File: src/rtl/burst_sender_pkg.sv
// Shared types and pattern arithmetic for the burst sender.
// Word helpers work on a wide container so any DATA_W up to MAX_W can reuse them.
package burst_sender_pkg;

    localparam int unsigned MAX_W = 64;

    typedef enum logic [1:0] {
        MODE_INCR  = 2'd0,
        MODE_CONST = 2'd1,
        MODE_LFSR  = 2'd2,
        MODE_WALK1 = 2'd3
    } mode_e;

    typedef enum logic [1:0] {
        ST_IDLE = 2'd0,
        ST_SEND = 2'd1,
        ST_DONE = 2'd2
    } state_e;

    function automatic logic [MAX_W-1:0] width_mask(input int unsigned width);
        if (width >= MAX_W)
            width_mask = '1;
        else
            width_mask = (MAX_W'(1) << width) - MAX_W'(1);
    endfunction

    function automatic logic [MAX_W-1:0] next_word(
        input mode_e             mode,
        input logic [MAX_W-1:0]  word,
        input logic [MAX_W-1:0]  taps,
        input int unsigned       width
    );
        logic [MAX_W-1:0] mask;
        mask = width_mask(width);
        case (mode)
            MODE_INCR:  next_word = (word + 1'b1) & mask;
            MODE_CONST: next_word = word;
            MODE_LFSR:  next_word = (word >> 1) ^ (word[0] ? taps : '0);
            // Rotate left within the active width, MSB wrapping into bit 0.
            default:    next_word = ((word << 1) | (word >> (width - 1))) & mask;
        endcase
    endfunction

    function automatic logic [MAX_W-1:0] first_word(
        input mode_e             mode,
        input logic [MAX_W-1:0]  seed
    );
        case (mode)
            MODE_LFSR:  first_word = (seed == '0) ? MAX_W'(1) : seed;
            MODE_WALK1: first_word = MAX_W'(1);
            default:    first_word = seed;
        endcase
    endfunction

endpackage

File: src/rtl/burst_sender_pattern_gen.sv
// Combinational pattern unit: first word of a burst and successor of the current word.
module pattern_gen
    import burst_sender_pkg::*;
#(
    parameter int                DATA_W    = 8,
    parameter logic [DATA_W-1:0] LFSR_TAPS = 8'hB8
) (
    input  mode_e             start_mode,
    input  logic [DATA_W-1:0] seed,
    input  mode_e             run_mode,
    input  logic [DATA_W-1:0] word,
    output logic [DATA_W-1:0] first_data,
    output logic [DATA_W-1:0] next_data
);

    assign first_data = DATA_W'(first_word(start_mode, MAX_W'(seed)));
    assign next_data  = DATA_W'(next_word(run_mode, MAX_W'(word), MAX_W'(LFSR_TAPS), DATA_W));

endmodule

File: src/rtl/burst_sender.sv
// Burst sender: on trigger, writes burst_len pattern words into a downstream FIFO,
// honouring fifo_full backpressure and an abort request.
module burst_sender
    import burst_sender_pkg::*;
#(
    parameter int                DATA_W    = 8,
    parameter int                LEN_W     = 8,
    parameter logic [DATA_W-1:0] LFSR_TAPS = 8'hB8
) (
    input  logic              pll99_outclk_0,
    input  logic              rst_n,
    input  logic              trigger,
    input  logic [1:0]        mode,
    input  logic [DATA_W-1:0] seed,
    input  logic [LEN_W-1:0]  burst_len,
    input  logic              abort,
    input  logic              fifo_full,
    output logic              fifo_req,
    output logic [DATA_W-1:0] fifo_data,
    output logic              busy,
    output logic              done,
    output logic [LEN_W-1:0]  sent_cnt
);

    state_e            state_reg;
    mode_e             mode_reg;
    logic [LEN_W-1:0]  len_reg;
    logic [LEN_W-1:0]  cnt_reg;
    logic [LEN_W-1:0]  cnt_next;
    logic [DATA_W-1:0] data_reg;
    logic [DATA_W-1:0] first_data;
    logic [DATA_W-1:0] next_data;
    logic              busy_reg;
    logic              done_reg;

    pattern_gen #(
        .DATA_W    (DATA_W),
        .LFSR_TAPS (LFSR_TAPS)
    ) u_pattern_gen (
        .start_mode (mode_e'(mode)),
        .seed       (seed),
        .run_mode   (mode_reg),
        .word       (data_reg),
        .first_data (first_data),
        .next_data  (next_data)
    );

    // The write strobe must react to fifo_full/abort within the same cycle.
    assign fifo_req = (state_reg == ST_SEND) && !fifo_full && !abort;
    assign cnt_next = cnt_reg + 1'b1;

    always_ff @(posedge pll99_outclk_0 or negedge rst_n) begin
        if (!rst_n) begin
            state_reg <= ST_IDLE;
            mode_reg  <= MODE_INCR;
            len_reg   <= '0;
            cnt_reg   <= '0;
            data_reg  <= '0;
            busy_reg  <= 1'b0;
            done_reg  <= 1'b0;
        end else begin
            case (state_reg)
                ST_IDLE: begin
                    done_reg <= 1'b0;
                    if (trigger) begin
                        mode_reg <= mode_e'(mode);
                        len_reg  <= burst_len;
                        cnt_reg  <= '0;
                        data_reg <= first_data;
                        busy_reg <= 1'b1;
                        if (burst_len != '0) begin
                            state_reg <= ST_SEND;
                        end else begin
                            state_reg <= ST_DONE;
                            done_reg  <= 1'b1;
                        end
                    end
                end
                ST_SEND: begin
                    if (abort) begin
                        state_reg <= ST_DONE;
                        done_reg  <= 1'b1;
                    end else if (!fifo_full) begin
                        cnt_reg  <= cnt_next;
                        data_reg <= next_data;
                        if (cnt_next == len_reg) begin
                            state_reg <= ST_DONE;
                            done_reg  <= 1'b1;
                        end
                    end
                end
                ST_DONE: begin
                    state_reg <= ST_IDLE;
                    busy_reg  <= 1'b0;
                    done_reg  <= 1'b0;
                end
                default: begin
                    state_reg <= ST_IDLE;
                    busy_reg  <= 1'b0;
                    done_reg  <= 1'b0;
                end
            endcase
        end
    end

    assign fifo_data = data_reg;
    assign busy      = busy_reg;
    assign done      = done_reg;
    assign sent_cnt  = cnt_reg;

endmodule

File: config.mk
export PLATFORM = sky130hd
export DESIGN_NAME = burst_sender
export DESIGN_NICKNAME = d
export VERILOG_FILES = /design/src/rtl/burst_sender_pkg.sv /design/src/rtl/burst_sender_pattern_gen.sv /design/src/rtl/burst_sender.sv
export SDC_FILE = /design/constraint.sdc
export NUM_CORES = 1
export LEC_CHECK = 0
export BUFFER_PORTS_ARGS = -buffer_cell sky130_fd_sc_hd__buf_2
export CORE_MARGIN = 1
export CORE_UTILIZATION = 45
export DETAILED_ROUTE_END_ITERATION = 12
export PLACE_DENSITY = 0.8
export SYNTH_ARGS = -nofsm -noshare
export SYNTH_HDL_FRONTEND = slang
export SYNTH_SLANG_ARGS = --single-unit
File: constraint.sdc
create_clock -name pll99_outclk_0 -period 2.44 [get_ports pll99_outclk_0]
set_clock_uncertainty 0.05 [all_clocks]
set_input_delay 0.488 -clock pll99_outclk_0 [delete_from_list [all_inputs] [get_ports pll99_outclk_0]]
set_output_delay 0.488 -clock pll99_outclk_0 [all_outputs]
set_load 0.005 [all_outputs]
After elaboration in Yosys (flattened, before gate mapping)
Cells that the tools add are included.
Widths: inputs -> output; s select.
- register bits: 30
- output and inout port bits: 19
- logic and storage cells: 65
- add/sub/neg operators: 2
- equal/unequal tests: 12
- multiplexer cells: 26
- bitwise operators: 3
- reduce and logical (&&, ||, !) cells: 15
- operator list (operator ; number):
    $mux 8 ; 8
    $pmux 8 s2 ; 3
    $pmux 8 s3 ; 1
    $add 8x1->8 const B ; 2
    $mux 2 ; 5
    $eq 8x8->1 ; 1
    $logic_not 8->1 ; 1
    $ne 2x2->1 const B ; 4
    $or 8x1->8 ; 1
    $reduce_bool 8->1 ; 1
    $xor 7x8->8 ; 1
    $eq 2x2->1 const B ; 3
    $mux 1 ; 6
    $reduce_and 2->1 ; 3
    $reduce_and 5->1 ; 1
    $eq 2x1->1 const B ; 2
    $logic_not 2->1 ; 2
    $pmux 1 s2 ; 2
    $pmux 2 s2 ; 1
    $reduce_and 4->1 ; 1
    $ne 3x2->1 const B ; 1
    $ne 3x3->1 const B ; 1
    $reduce_and 3->1 ; 1
    $logic_and 1x1->1 ; 2
    other kinds (3) ; 4

Depth between registers and ports, before layout
- word-level depth: 6
- depth in mapped cells: 8
- gate-level depth less buffers: 7

Hierarchy
A second synthesis with hierarchy kept.
- cell total of the unflattened synthesis: 212
- area total of the unflattened synthesis: 1989.4 um2
- modules (own cells, without submodules) (module ; instances ; cells each ; area each (um2) ; sequential area each (um2)):
    burst_sender ; 1 ; 150 ; 1539.0 ; 750.7
    pattern_gen ; 1 ; 62 ; 450.4 ; 0.0

Least setup slack after synthesis
OpenSTA, ideal clock, no wires.
- kind: register -> register
- start point: register cnt_reg[0], in the netlist sent_cnt[0]
- end point: register state_reg[0]
- setup time: 0.121 ns
- arrival: 1.827 ns
- data required time: 2.269 ns
- path slack: 0.442 ns
- stages on the path, launching flop included: 8
- period minus slack after synthesis: 1.998 ns
- cells stage by stage: dfrtp_1 -> ha_1 -> xor2_1 -> a2111oi_1 -> nand4_1 -> a31oi_1 -> o221ai_2 -> a22o_1
- longest elaborated chain between the ends: 4
- RTL lines (item ; RTL line ; text):
    from (decl) ; burst_sender.sv:28 ; logic [LEN_W-1:0] cnt_reg;
    from (signal assigned) ; burst_sender.sv:84 ; cnt_reg <= cnt_next;
    $add 8x1->8 ; burst_sender.sv:50 ; assign cnt_next = cnt_reg + 1'b1;
    $eq 8x8->1 ; burst_sender.sv:86 ; if (cnt_next == len_reg) begin
    $ne 3x2->1 (no line) ; -- ;
    $reduce_and 3->1 (no line) ; -- ;
    to (signal assigned) ; burst_sender.sv:54 ; state_reg <= ST_IDLE;
    to (signal assigned) ; burst_sender.sv:87 ; state_reg <= ST_DONE;
    to (signal assigned) ; burst_sender.sv:93 ; state_reg <= ST_IDLE;
    to (decl) ; burst_sender.sv:25 ; state_e state_reg;
No other way between the ends.
A chain may end at the register's enable or synchronous reset.

Final worst setup path
Ends and elaborated chain as after synthesis.

==> results.yml <==
grt:
  grt_pass1_wl_um: 7360
  grt_pass1_vias: 1553
  grt_antenna_before_repair: 0
  grt_usage_pct: 21.8
  overflow: 0
  grt_max_degree: 31
drt:
  vias: 1747
  antenna_left: 0
  first_pass_iters: 4
  routed_wl_um: 4510
  drt_iter0_markers: 109
  post_drt_wl_per_cell_um: 14.7
  route.detailed.drc: 0
  via_per_inst: 5.71
sta:
  worst_slew_pin_slew_ns: 0.659
  slew-limit-headroom_pct: 56.1
  finalHoldViolations: 0
  fmax_mhz: 462
  rsz0062_at_grt: "false"
  fin_crit_sh_pct: 88.7
  min_period_ns: 2.16
  drv_slew: 0
  setup_violations: 0
  finalSetupTns_ns: 0
clock_tree:
  cts_sinks: 30
  cts_buffers: 5
  ctsResizeCount: 0
  clkTransAtPathRegs_ns: 0.07
  clock_latency_ns: 0.28
  clockRootBuffer: "clkbuf_8"
  htree_levels: 2
  cts_hold_buf: 0
  postCtsSetupRepairBufs: 0
  cts_tree: "built"
  clockBufferDepth: 2
critical_path:
  critPathMaxFanout: 7
  r2r-end: "state_reg[0]"
  crit_path_end_kind: "flop"
  critical_path_arrival_ns: 2.29
  path_cells: "ha_1, xor2_1, a2111oi_1, nand4_1, a31oi_1, o221ai_2, a22o_1"
  crit_required_ns: 2.56
  slowest_stage: "dfrtp_1"
  rr_worst_depth: 7
  slowest_delay_ns: 0.43
  r2r_slack_ns: 0.28
  critPathLaunchType: "flop"
  regToRegStartpoint: "sent_cnt[0]"
  worstSetupPathType: "flop to flop"
cells_and_area:
  layout.nets: 280
  n_antenna_cell: 0
  synthToLayoutAreaGrowth_pct: 19.6
  drive_above_1_share_pct: 26.2
  fill_cells: 372
synthesis:
  synth_edf_count: 0
  synth_compound_area_share_pct: 21.5
  synthAdderAreaFrac_pct: 1.31
  synthCells: 217
  avgSynthCellArea_um2: 8.79
  syn-num-nets: 242
  ys_seq_elements: 30
  ys_dominant_reg_cell: "dfrtp_1"
  synth_cell_types: 48
  yosysWarnings: 0
  synth_simple_gate_area_share_pct: 19.1
  syn-cell-area_um2: 1910
  ys_seq_area_share_pct: 39.3
  async_flop_share_pct: 100
  synth_top_family_by_area: "compound AO/OA/AOI/OAI gates"
  synth.mux.area_fraction_pct: 6.89
  synth-xor-area-share_pct: 7.34
floorplan:
  initial_core_util_pct: 47.4
  core_um2: 4030
  fp.dieW_um: 67.1
  boundaryPins: 42
  die_h_um: 67.1
  dieArea_um2: 4500
  rows: 23
run_status:
  outcome: "completed"
run:
  drv_cap: 0
power_and_ir_drop:
  netSwitchingFraction_pct: 38.9
  p_total_mw: 2.75
  clkPwrFrac_pct: 23.0
  combPwrFrac_pct: 39.9
  power.internal_mw: 1.68
  sequentialPowerShare_pct: 37.2
  p_per_area_nw_per_um2: 1210
  p_switching_mw: 1.07
  irDropWorstVdd_mv: 0.501
  cellLeakagePower_nw: 1.03
place:
  hpwl_um: 3230
  gp_congestion: 0.885
  port_buffers: 41
worst_hold_path:
  hp-class: "input pin to asynchronous set/reset pin"
[through the flow]
| step | instance area, µm² | setup WS (ns) | util [%] | std cells | hold slack, ns |
|---|---|---|---|---|---|
| 6_report | 2280 | 0.276 | 56.6 | 306 | 0.178 |
| 5_1_grt | 2280 | 0.126 | 56.6 | 306 | 0.237 |
| 4_1_cts | 2280 | 0.289 | 56.6 | 306 | 0.204 |
| 3_5_place_dp | 2140 | 0.283 | 53.1 | 298 | 0.418 |
| 3_3_place_gp | 2140 | 0.367 | 53.1 | 298 | 0.412 |
| 2_1_floorplan | 1910 | 0.442 | - | 217 | 0.142 |
[critical path, delay by kind of cell, from the launching register on]
kind	cells	cell delay, ns
compound gates	4	0.93
xor+xnor	1	0.19
fa+ha+maj	1	0.31
flops	1	0.43
simple gates	1	0.15
[synthesized netlist by cell type, types with 2 or more instances]
cell type	number	area, µm²
a21oi_1	18	90.1
a22o_1	2	17.5
a22oi_1	3	22.5
a31oi_1	4	25.0
and3_1	2	12.5
buf_2	3	15.0
clkbuf_1	8	30.0
dfrtp_1	30	751
ha_1	2	25.0
inv_1	6	22.5
mux2_2	9	101
mux2i_1	3	30.0
nand2_1	25	93.8
nand2b_1	3	18.8
nand3_1	6	30.0
nand4_1	3	18.8
nor2_1	17	63.8
nor2b_1	4	25.0
nor4_1	3	18.8
o211ai_1	4	30.0
o21ai_0	18	90.1
o31ai_1	4	30.0
xnor2_1	7	61.3
xor2_1	9	78.8
[layer usage]
layer | vias up | track usage, % | wire length, µm
met5 | - | 0 | 0
met3 | 7 | 5.14 | 249
met4 | 0 | 8.78 | 54
met1 | 826 | 31.3 | 2120
li1 | 856 | - | -
met2 | 58 | 31.0 | 2090
[power by group through the flow]
stage / registers (mW) / clock network, mW / logic [mW]
after floorplan: 0.867 / 0 / 0.902
after global placement: 1.01 / 0 / 1.06
after detailed placement: 1.02 / 0 / 1.09
after CTS: 1.02 / 0.642 / 1.10
after global routing: 1.06 / 0.666 / 1.25
final: 1.02 / 0.632 / 1.10
[cell families (layout without fill, tap and decap cells)]
| family | count (synthesis) | count (layout) |
|---|---|---|
| AOI/OAI and AO/OA | 65 | 65 |
| xor gates and xnor gates | 16 | 16 |
| adders and majority gates | 2 | 2 |
| buffers and inverters | 19 | 58 |
| DFF | 30 | 30 |
| muxes | 12 | 12 |
| and+or+nand+nor | 73 | 73 |
[cell type report]
cell class / instances / area, µm² / share of cell area, %
Tap cell: 50 / 62.6 / 2.74
Multi-Input combinational cell: 168 / 1080 / 47.1
Timing Repair Buffer: 44 / 228 / 9.98
Clock buffer: 6 / 82.6 / 3.62
Inverter: 6 / 22.5 / 0.987
Clock inverter: 2 / 60.1 / 2.63
Sequential cell: 30 / 751 / 32.9
[cell usage in the layout, fill, tap and decap left out, types with 4 or more instances in the layout]
| cell | netlist | routed |
|---|---|---|
| buf_2 | 3 | 41 |
| dfrtp_1 | 30 | 30 |
| nand2_1 | 25 | 25 |
| o21ai_0 | 18 | 18 |
| a21oi_1 | 18 | 18 |
| nor2_1 | 17 | 17 |
| mux2_2 | 9 | 9 |
| xor2_1 | 9 | 9 |
| xnor2_1 | 7 | 7 |
| inv_1 | 6 | 6 |
| nand3_1 | 6 | 6 |
| clkbuf_8 | 0 | 6 |
| nor2b_1 | 4 | 4 |
| o211ai_1 | 4 | 4 |
| o31ai_1 | 4 | 4 |
| a31oi_1 | 4 | 4 |
[worst max-delay path by stage]
| stage | startpoint | end | slack [ns] | depth (start not counted) |
|---|---|---|---|---|
| 2_1_floorplan | sent_cnt[0] | state_reg[0] | 0.44 | 7 |
| 3_3_place_gp | sent_cnt[0] | state_reg[0] | 0.37 | 7 |
| 3_5_place_dp | sent_cnt[0] | state_reg[0] | 0.28 | 7 |
| 4_1_cts | sent_cnt[0] | state_reg[0] | 0.29 | 7 |
| 5_1_grt | sent_cnt[0] | state_reg[0] | 0.13 | 7 |
| 6_report | sent_cnt[0] | state_reg[0] | 0.28 | 7 |
No activity file was read; power rests on OpenSTA's default activity.
